==> config.mk <==
export PLATFORM = sky130hd
export DESIGN_NAME = l2_line_arbiter
export DESIGN_NICKNAME = d
export VERILOG_FILES = /design/src/rtl/arb_pkg.sv /design/src/rtl/arb_grant_sel.sv /design/src/rtl/l2_line_arbiter.sv
export SDC_FILE = /design/constraint.sdc
export NUM_CORES = 1
export LEC_CHECK = 0
export BUFFER_PORTS_ARGS = -buffer_cell sky130_fd_sc_hd__buf_4
export CORE_AREA = 2 2 639 641
export CTS_BUF_LIST = sky130_fd_sc_hd__clkbuf_16
export CTS_CLUSTER_SIZE = 20
export DETAILED_ROUTE_END_ITERATION = 8
export DIE_AREA = 0 0 641 643
export MAX_ROUTING_LAYER = met4
export PLACE_DENSITY = 0.3
export SLEW_MARGIN = 5
export SYNTH_ARGS = -nofsm -noshare
export SYNTH_HDL_FRONTEND = slang
export SYNTH_SLANG_ARGS = --single-unit
==> constraint.sdc <==
create_clock -name clk -period 1.9 [get_ports clk]
set_clock_uncertainty 0.15 [all_clocks]
set_input_delay 0.19 -clock clk [delete_from_list [all_inputs] [get_ports clk]]
set_output_delay 0.19 -clock clk [all_outputs]
set_load 0.03 [all_outputs]
==> src/rtl/arb_pkg.sv <==
// Shared types and widths for the L2 line arbiter.
package arb_pkg;

  localparam int LINE_W = 256;
  localparam int ADDR_W = 32;

  typedef enum logic [1:0] {
    IDLE    = 2'd0,
    SERVE_A = 2'd1,
    SERVE_B = 2'd2
  } arb_state_t;

  typedef enum logic {
    PORT_A = 1'b0,
    PORT_B = 1'b1
  } arb_port_t;

endpackage

==> src/rtl/arb_grant_sel.sv <==
// Combinational winner select: a lone requester wins; on a conflict the port
// that was not granted last wins (a pointer tied to PORT_A gives B priority).
module arb_grant_sel
  import arb_pkg::*;
(
  input  logic      req_a,
  input  logic      req_b,
  input  arb_port_t last_grant,
  output arb_port_t winner
);

  always_comb begin
    winner = PORT_B;
    if (req_a && !req_b) begin
      winner = PORT_A;
    end else if (req_a && req_b && (last_grant == PORT_B)) begin
      winner = PORT_A;
    end
  end

endmodule

==> src/rtl/l2_line_arbiter.sv <==
// Two-port line arbiter (I-side A, D-side B) onto one L2 request port.
// Define ARB_ROUND_ROBIN_EN for round-robin conflict resolution; default is B over A.
//
// state   | meaning
// IDLE    | no downstream command outstanding, may grant
// SERVE_A | port A command on mem_*, waiting for mem_resp
// SERVE_B | port B command on mem_*, waiting for mem_resp
module l2_line_arbiter
  import arb_pkg::*;
(
  input  logic              clk,
  input  logic              rst_n,
  input  logic              a_read,
  input  logic              a_write,
  input  logic [ADDR_W-1:0] a_address,
  input  logic [LINE_W-1:0] a_wdata,
  output logic              a_resp,
  output logic [LINE_W-1:0] a_rdata,
  input  logic              b_read,
  input  logic              b_write,
  input  logic [ADDR_W-1:0] b_address,
  input  logic [LINE_W-1:0] b_wdata,
  output logic              b_resp,
  output logic [LINE_W-1:0] b_rdata,
  output logic              mem_read,
  output logic              mem_write,
  output logic [ADDR_W-1:0] mem_address,
  output logic [LINE_W-1:0] mem_wdata,
  input  logic              mem_resp,
  input  logic [LINE_W-1:0] mem_rdata,
  output logic              busy
);

  arb_state_t state_q, state_d;
  arb_port_t  winner, last_q;
  logic       req_a, req_b, grant;

  assign req_a = a_read | a_write;
  assign req_b = b_read | b_write;
  assign grant = (state_q == IDLE) && (req_a || req_b);

  arb_grant_sel u_grant_sel (
    .req_a      (req_a),
    .req_b      (req_b),
    .last_grant (last_q),
    .winner     (winner)
  );

`ifdef ARB_ROUND_ROBIN_EN
  always_ff @(posedge clk or negedge rst_n) begin
    if (!rst_n) begin
      last_q <= PORT_A;
    end else if (grant) begin
      last_q <= winner;
    end
  end
`else
  assign last_q = PORT_A;
`endif

  always_ff @(posedge clk or negedge rst_n) begin
    if (!rst_n) begin
      state_q <= IDLE;
    end else begin
      state_q <= state_d;
    end
  end

  always_comb begin
    state_d = state_q;
    case (state_q)
      IDLE:    if (grant) state_d = (winner == PORT_A) ? SERVE_A : SERVE_B;
      SERVE_A: if (mem_resp) state_d = IDLE;
      SERVE_B: if (mem_resp) state_d = IDLE;
      default: state_d = IDLE;
    endcase
  end

  // Command registers load only on a grant, so they are frozen during SERVE.
  // Read together with write is taken as a write.
  always_ff @(posedge clk or negedge rst_n) begin
    if (!rst_n) begin
      mem_read    <= 1'b0;
      mem_write   <= 1'b0;
      mem_address <= '0;
      mem_wdata   <= '0;
    end else if (grant) begin
      if (winner == PORT_A) begin
        mem_read    <= a_read & ~a_write;
        mem_write   <= a_write;
        mem_address <= a_address;
        mem_wdata   <= a_wdata;
      end else begin
        mem_read    <= b_read & ~b_write;
        mem_write   <= b_write;
        mem_address <= b_address;
        mem_wdata   <= b_wdata;
      end
    end else if ((state_q != IDLE) && mem_resp) begin
      mem_read  <= 1'b0;
      mem_write <= 1'b0;
    end
  end

  always_comb begin
    busy    = (state_q == SERVE_A) || (state_q == SERVE_B);
    a_resp  = (state_q == SERVE_A) && mem_resp;
    b_resp  = (state_q == SERVE_B) && mem_resp;
    a_rdata = mem_rdata;
    b_rdata = mem_rdata;
  end

endmodule
* Yosys cells after proc, flatten, opt, wreduce, memory -nomap -nowiden *
Cells that the tools add are included.

storage, ports and cells
  register bits after elaboration = 292
  memories = 0
  ROM bits = 0
  bits in writable memories = 0
  logic and storage cells = 39
  bits in latches = 0

cells by class
  multipliers = 0
  add/sub/neg operators = 0
  equal/unequal tests = 4
  multiplexer cells = 11
  reductions and logical operators = 13
  bitwise gates (word level) = 6
  div/mod/pow operators = 0
  $lt $le $gt $ge = 0
  shifts and indexed selects = 0

operator list
  kind                                            count
  two-way mux 256 bit                             1
  two-way mux 32 bit                              1
  two-way mux 2 bit                               3
  logical AND 1 bit                               5
  two-way mux 1 bit                               5
  case mux 2 bit (2 select lines)                 1
  nonzero test 2 bit                              2
  bitwise AND 1 bit                               2
  == test 2 x 1 -> 1 bit (second input constant)  1
  == test 2 bit (second input constant)           1
  logical NOT 2 bit                               1
  logical OR 1 bit                                2
  != test 2 x 1 -> 1 bit (second input constant)  1
  != test 2 bit (second input constant)           1
  NOT 1 bit                                       2
  bitwise OR 1 bit                                2
  AND reduction 2 bit                             1
  OR reduction 2 bit                              1
  logical NOT 1 bit                               1

* Logic depth before layout (Yosys ltp) *
Gate-level depths: netlist (run 1).

  word-level depth = 6
  depth in mapped cells = 8
  depth with buffers taken out = 5

* By module *
Synthesis (run 1) repeated with hierarchy kept, for this count alone.

unflattened totals
  cells, all modules = 1,798
  area, all modules = 17,252.8 um2

by module, submodules not included
  module           cells each  seq. area each (um2)  area each (um2)  instances
  l2_line_arbiter  1,796       7,307.0               17,240.3         1
  arb_grant_sel    2           0.0                   12.5             1

* Least setup slack after synthesis (run 1) *
OpenSTA, ideal clock, no wires.

  path kind = register -> register
  start point = register state_q[0]
  end point = register mem_wdata[211]
  setup time = 0.124 ns
  clock period less this slack = 1.782 ns
  cell stages (with the launch flop) = 9
  setup slack = 0.118 ns
  arrival = 1.509 ns
  cell sequence = dfrtp_1 > inv_1 > ha_1 > nor3b_1 > buf_4 > buf_4 > buf_2 > a32oi_1 > nand2_1

between the ends
  cells in the longest elaborated chain, start to end = 2

ends and longest elaborated chain
  item                    RTL line               source
  from (decl)             l2_line_arbiter.sv:34  arb_state_t state_q, state_d;
  from (signal assigned)  l2_line_arbiter.sv:65  state_q <= state_d;
  logical NOT 2 bit       l2_line_arbiter.sv:40  assign grant = (state_q == IDLE) && (req_a || req_b);
  logical AND 1 bit       l2_line_arbiter.sv:40
  to (signal assigned)    l2_line_arbiter.sv:92  mem_wdata <= a_wdata;
  to (signal assigned)    l2_line_arbiter.sv:97  mem_wdata <= b_wdata;
  to (decl)               l2_line_arbiter.sv:28  output logic [LINE_W-1:0] mem_wdata,

Every way passes these cells.
A chain may end at the register's enable or synchronous reset.

* Worst setup path in the final report (run 1) *
  start point = register state_q[0]
  end point = register mem_wdata[1]

Same word-level chain as after synthesis.

==> flow_metrics.py, run 1 <==
metrics = {
    "yosys": {
        "synth-edff-count": 0,
        "synth_warnings": 0,
        "ys_top_cells_by_area": "dfrtp_1 43%, buf_4 23%, a32oi_1 15%, nand2_1 13%, buf_2 1.9%",
        "synth-main-ff-cell": "dfrtp_1",
        "syn_nets": 2668,
        "synth_top_area_share_pct": 43.4,
        "netlist_area_mm2": 0.0168,
        "yosysSeqAreaShare_pct": 43.4,
        "synth.top_cells.by_count": "577 x nand2_1, 521 x buf_4, 292 x dfrtp_1, 288 x a32oi_1, 65 x buf_2",
        "ys_ff_latch": 292,
        "synth_top_area_cell": "dfrtp_1",
        "yosysUniqueCellTypes": 26,
        "async_flop_share_pct": 100,
        "postSynthCellCount": 1826,
        "yosys.cell_count.top_type": "nand2_1",
        "avgSynthCellArea_um2": 9.21,
    },
    "min_path": {
        "hold_class": "input port to asynchronous set/reset pin",
    },
    "place": {
        "port_buffers": 875,
        "pre_cts_slack_ns": -0.383,
        "dpl-instance-area_mm2": 0.0267,
        "dp_hpwl_um": 198000,
        "gp_congestion": 0.824,
    },
    "sta": {
        "slew_viol_final": 0,
        "post-route-period-util_pct": 107,
        "hold_viol_final": 0,
        "rsz0062_at_grt": "yes",
        "finalSetupTns_ns": -7.76,
        "max_freq_mhz": 492,
        "worstMarginPinSlew_ns": 0.545,
        "period_needed_ns": 2.03,
        "maxSlewHeadroom_pct": 63.7,
        "worst_slack_ns": -0.134,
        "setup_viol": 183,
    },
    "final_layout": {
        "nets": 3683,
        "area_growth_pct": 113,
        "design_area_mm2": 0.0358,
        "drive_gt1_share_pct": 39.4,
        "final_util_pct": 8.83,
    },
    "critical_path": {
        "path_class": "flip-flop to flip-flop",
        "worst_setup_path_end_kind": "flip-flop",
        "crit_required_ns": 2.37,
        "r2r_start": "state_q[0]",
        "crit_arrival_ns": 2.50,
        "cp_top_family": "buffers and inverters",
        "r2r_slack_ns": -0.13,
        "crit_buf_inv": 5,
        "crit_path_start": "state_q[0]",
        "worst_path_largest_cell_delay_ns": 0.39,
        "crit_chain": "inv_2 > ha_4 > nor3b_4 > buf_12 > buf_12 > buf_16 > a32oi_2 > buf_4 > nand2_1",
        "cp-start-kind": "flip-flop",
        "crit_top_cell": "buf_12",
        "cpMaxStageDelayCell": "dfrtp_1",
        "crit_fanout": 16,
    },
    "job": {
        "cap_violations": 0,
    },
    "global_route": {
        "grt_antenna_before_repair": 105,
        "grt-ovfl-total": 0,
        "gr-usage-all-layers_pct": 10.8,
        "grt_pass1_wl_um": 270000,
        "grt_pass1_vias": 19800,
        "grt_max_degree": 103,
    },
    "detailed_routing": {
        "wl_per_cell_um": 27.1,
        "postRouteAntennaNets": 0,
        "drt-pass1-iter-count": 7,
        "routed_wl_um": 226000,
        "num_vias": 19200,
        "viasPerCell": 2.30,
        "drt-initial-drc-count": 1563,
        "drc": 0,
    },
    "clocking": {
        "cts-root-buf": "clkbuf_16",
        "clkSlewWorstSetupHoldPaths_ns": 0.06,
        "cts_buffers": 46,
        "clkLatencyLatePin_ns": 0.70,
        "tritoncts_num_sinks": 292,
        "cts_tree": "done",
        "cts_max_level": 2,
        "cts_buffer_depth": 3,
    },
    "floorplan": {
        "dieArea_mm2": 0.412,
        "io_pins": 1644,
        "die_x_um": 641,
        "initial_core_util_pct": 4.15,
        "row_count": 234,
        "die_y_um": 643,
        "core_mm2": 0.405,
    },
    "pwr": {
        "p_per_area_mw_per_mm2": 1480,
        "power_leakage_uw": 0.0145,
        "vdd_drop_max_v": 0.000774,
    },
    "outcome": {
        "status": "finished, violations left",
        "failed_checks": "setup timing",
    },
}
-- where the power goes --
| group | internal [uW] | switching [uW] |
|---|---|---|
| registers | 9370 | 2140 |
| clock network | 5250 | 3940 |
| logic | 10100 | 22100 |
-- registers in the layout (all words and copies together), names as in the netlist --
register     count
mem_wdata      256
mem_address     32
state_q          2
mem_read         1
mem_write        1
-- layout make-up --
class,instances,area [um2]
sequential,292,7310
antenna,59,148
clock inverter,37,393
fill,47200,369000
tap,5428,6790
multi-input combinational,890,5570
timing repair buffer,1607,14400
clock buffer,46,1150
inverter,4,15.0
-- final timing paths --
check	to	cells after the start
worst max-delay path	mem_wdata[1]	9
worst min-delay path	mem_wdata[40]	3
worst max register to register	mem_wdata[1]	9
worst min register to register	mem_wdata[219]	2
max in group asynchronous	mem_wdata[201]	4
min in group clk	mem_wdata[255]	4
-- cells by family after synthesis --
| kind of cell | Yosys count | synth area share, % |
|---|---|---|
| simple gates | 590 | 13.3 |
| buf+inv | 644 | 27.7 |
| compound gates | 297 | 15.4 |
| flops | 292 | 43.4 |
| fa+ha+maj | 3 | 0.223 |
-- what timing repair did --
item,4_1_cts,5_1_grt
gates cloned,6,1
hold endpoints to repair,584,0
hold buffers,618,0
buffers inserted,11,4
gates resized for setup,104,28
endpoints found under the setup margin,281,285
pin swaps,15,17
-- stage by stage --
step	hold WS, ns	total power [uW]	std cells
after CTS	0.00130	55300	8299
after floorplan	-0.256	25600	1826
after detailed placement	0.0631	42500	7581
after global routing	0.0289	57100	8348
final	0.110	53000	8363
after global placement	0.0643	42500	7581
-- cells in the final DEF (no fill, tap or decap), types with 2 or more instances in the layout --
| master | n |
|---|---|
| clkbuf_16 | 47 |
| bufinv_16 | 6 |
| buf_4 | 922 |
| nand3_1 | 2 |
| o21ai_0 | 2 |
| inv_2 | 2 |
| buf_12 | 38 |
| a21oi_1 | 2 |
| inv_1 | 9 |
| bufbuf_16 | 2 |
| buf_6 | 18 |
| and2_4 | 2 |
| clkinv_4 | 4 |
| a32oi_1 | 225 |
| a32oi_4 | 14 |
| clkinv_8 | 2 |
| dlygate4sd3_1 | 617 |
| nor2b_1 | 2 |
| nor2_1 | 2 |
| clkinv_2 | 5 |
| clkinv_1 | 8 |
| nand2_1 | 576 |
| a32oi_2 | 49 |
| ha_4 | 3 |
| buf_16 | 8 |
| dfrtp_1 | 292 |
| inv_6 | 3 |
| diode_2 | 59 |
-- metal layers --
metal  part of all wire [%]  global-route usage (%)  up-vias
met5                      0                       -        -
met2                     45                    16.8     1610
met4                    3.3                    3.01        0
li1                       -                       -     7917
met1                     32                    10.0     9343
met3                     19                    8.97      366
-- tightest hold or removal path, stage by stage --
cell           delay [ns]
dlygate4sd3_1        0.56
buf_8                0.29
buf_12               0.25
Note: power is estimated with default switching activity, not from simulation.
==> run 2, diff against run 1 <==
--- a/config.mk
+++ b/config.mk
@@ -7,2 +7,3 @@
 export LEC_CHECK = 0
+export ABC_AREA = 1
 export BUFFER_PORTS_ARGS = -buffer_cell sky130_fd_sc_hd__buf_4
--- a/constraint.sdc
+++ b/constraint.sdc
@@ -4,2 +4,2 @@
 set_output_delay 0.19 -clock clk [all_outputs]
-set_load 0.03 [all_outputs]
+set_load 0.005 [all_outputs]
==> run 2 against run 1 <==
The flow still finishes with violations (setup timing); final cell count up 9.6%; critical path depth down 6; sequential cell count unchanged; register-to-register slack better by 0.23 ns; setup slack better by 0.10 ns; non-clock buffer count down 67; die area unchanged; clock power up 2%; core utilization up 0.19 points; largest power group unchanged.
==> flow_metrics.py, run 2 <==
metrics = {
    "pwr": {
        "p_per_area_mw_per_mm2": 1210,
        "power_leakage_uw": 0.0168,
        "vdd_drop_max_v": 0.000722,
    },
    "critical_path": {
        "crit_chain": "inv_2 > ha_4 > buf_12",
        "crit_arrival_ns": 1.59,
        "cp-start-kind": "flip-flop",
        "crit_buf_inv": 2,
        "cpMaxStageDelayCell": "dfrtp_1",
        "r2r_start": "state_q[1]",
        "worst_setup_path_end_kind": "primary output",
        "path_class": "flip-flop to primary output",
        "worst_path_largest_cell_delay_ns": 0.41,
        "crit_required_ns": 1.56,
        "cp_top_family": "flip-flops",
        "crit_path_start": "state_q[1]",
        "crit_fanout": 3,
    },
    "sta": {
        "worstMarginPinSlew_ns": 0.691,
        "rsz0062_at_grt": "yes",
        "finalSetupTns_ns": -0.0318,
        "hold_viol_final": 0,
        "max_freq_mhz": 518,
        "worst_slack_ns": -0.0318,
        "period_needed_ns": 1.93,
        "maxSlewHeadroom_pct": 53.9,
        "slew_viol_final": 0,
        "hold-worst-slack_ns": 0.124,
        "setup_viol": 1,
        "post-route-period-util_pct": 102,
    },
    "yosys": {
        "postSynthCellCount": 2729,
        "synth-edff-count": 0,
        "ys_ff_latch": 292,
        "synth_warnings": 0,
        "async_flop_share_pct": 100,
        "synth.top_cells.by_count": "1456 x nand2_1, 517 x buf_4, 292 x dfrtp_1, 291 x nand3_1, 118 x buf_2",
        "ys_top_cells_by_area": "dfrtp_1 39%, nand2_1 29%, buf_4 20%, nand3_1 7.7%, buf_2 3.1%",
        "synth_top_area_share_pct": 38.6,
        "syn_nets": 3571,
        "netlist_area_mm2": 0.0189,
        "yosys.cell_count.top_type": "nand2_1",
        "synth_top_area_cell": "dfrtp_1",
        "yosysUniqueCellTypes": 13,
        "synth-main-ff-cell": "dfrtp_1",
        "avgSynthCellArea_um2": 6.94,
        "yosysSeqAreaShare_pct": 38.6,
    },
    "clocking": {
        "tritoncts_num_sinks": 292,
        "cts_buffer_depth": 3,
        "cts-root-buf": "clkbuf_16",
        "cts_max_level": 2,
        "clkLatencyLatePin_ns": 0.67,
        "clkSlewWorstSetupHoldPaths_ns": 0.06,
        "cts_buffers": 48,
        "cts_tree": "done",
    },
    "final_layout": {
        "largest_register_ffs": 256,
        "largest-register": "mem_wdata",
        "drive_gt1_share_pct": 28.3,
        "final_cell_mix": "1449 x nand2_1, 911 x buf_4, 582 x dlygate4sd3_1",
        "area_growth_pct": 92.8,
        "multi_input_area_mm2": 0.00708,
        "final_common_cell": "nand2_1",
        "top_regs": "mem_wdata: 256 flops, mem_address: 32 flops, state_q: 2 flops",
        "regArea_mm2": 0.00731,
        "nets": 4490,
        "num-fill-cells": 47600,
        "final_util_pct": 9.01,
        "finalNonFillerCells": 9168,
    },
    "place": {
        "port_buffers": 875,
        "gp_congestion": 0.778,
        "place_inst": 8435,
        "dp_hpwl_um": 187000,
    },
    "floorplan": {
        "die_y_um": 643,
        "io_pins": 1644,
        "die_x_um": 641,
        "dieArea_mm2": 0.412,
        "initial_core_util_pct": 4.67,
        "row_count": 234,
        "core_mm2": 0.405,
    },
    "global_route": {
        "gr-usage-all-layers_pct": 10.2,
        "grt-ovfl-total": 0,
        "grt_pass1_vias": 22800,
        "grt_pass1_wl_um": 261000,
        "grt_max_degree": 109,
        "grt_antenna_before_repair": 88,
    },
    "detailed_routing": {
        "drc": 0,
        "wl_per_cell_um": 23.4,
        "viasPerCell": 2.38,
        "num_vias": 21800,
        "drt-initial-drc-count": 1441,
        "drt-pass1-iter-count": 5,
        "postRouteAntennaNets": 0,
        "routed_wl_um": 214000,
    },
    "outcome": {
        "status": "finished, violations left",
        "failed_checks": "setup timing",
    },
    "min_path": {
        "hold_path.startpoint": "b_write",
        "hold_class": "input port to flip-flop",
    },
    "job": {
        "cap_violations": 0,
    },
}
## run 2: cell types whose count changed in the layout (fill, tap and decap cells not counted), moves of 4 or more
| cell | previous run | this run |
|---|---|---|
| nand3_1 | 2 | 291 |
| buf_6 | 18 | 5 |
| clkbuf_16 | 47 | 51 |
| inv_1 | 9 | 14 |
| nand2_4 | 0 | 4 |
| nand2_1 | 576 | 1449 |
| buf_16 | 8 | 2 |
| dlygate4sd3_1 | 617 | 582 |
| a32oi_2 | 49 | 0 |
| diode_2 | 59 | 52 |
| a32oi_1 | 225 | 0 |
| a32oi_4 | 14 | 0 |
| buf_4 | 922 | 911 |
## run 2: logic make-up (layout without fill, tap and decap cells)
family                     Yosys count  after routing  share of synthesized area, %
adders and majority gates            3              3                         0.198
and+or+nand+nor                   1754           1754                          36.7
other                                0             52                             0
DFF                                292            292                          38.6
buffers and inverters              680           1639                          24.5
## run 2: timing repair
action | CTS | global route
pin swaps | 1 | 2
hold buffers | 584 | 1
gates resized for setup | 16 | 9
endpoints found under the hold margin | 584 | 1
setup buffers | 1 | 5
setup endpoints to repair | 9 | 93
gates cloned | 0 | 2
## run 2: tightest hold or removal path, cell delays in order
cell,delay (ns)
buf_4,0.10
nor2_4,0.05
buf_6,0.15
clkbuf_16,0.21
nand4_1,0.12
nand2_1,0.06
## run 2: layout make-up
type	count	area share (%)
Clock buffer	49	3.36
Timing Repair Buffer	1540	37.2
Inverter	9	0.127
Clock inverter	41	0.997
Antenna cell	52	0.356
Tap cell	5428	18.6
Sequential cell	292	20.0
Multi-Input combinational cell	1757	19.4
## run 2: final timing paths
check / depth (start not counted) / endpoint / slack, ns
setup / recovery: 3 / busy / -0.03
hold / removal: 6 / state_q[0] / 0.12
setup reg to reg: 8 / mem_wdata[130] / 0.10
hold reg to reg: 2 / mem_wdata[235] / 0.33
max in group asynchronous: 6 / mem_wdata[48] / 0.27
min in group asynchronous: 4 / mem_wdata[145] / 0.43
## run 2: metrics by stage
step / setup WS [ns] / area [um2] / total power [uW]
2_1_floorplan: 0.296 / 18900 / 17700
3_3_place_gp: -0.101 / 28700 / 35000
3_5_place_dp: -0.106 / 28700 / 34900
4_1_cts: -0.144 / 36300 / 46400
5_1_grt: -0.158 / 36500 / 48600
6_report: -0.0318 / 36500 / 44300
## run 2: power by group
group / leakage (uW) / switching (uW) / internal [uW]
Clock: 0.000809 / 3990 / 5350
Combinational: 0.0125 / 15000 / 8560
Sequential: 0.00359 / 2090 / 9290
## run 2: metal layers
| metal | part of all wire (%) | GRT usage, % |
|---|---|---|
| met1 | 34 | 9.67 |
| met2 | 43 | 15.1 |
| met3 | 20 | 8.83 |
| met4 | 4.0 | 3.48 |
| met5 | 0 | - |
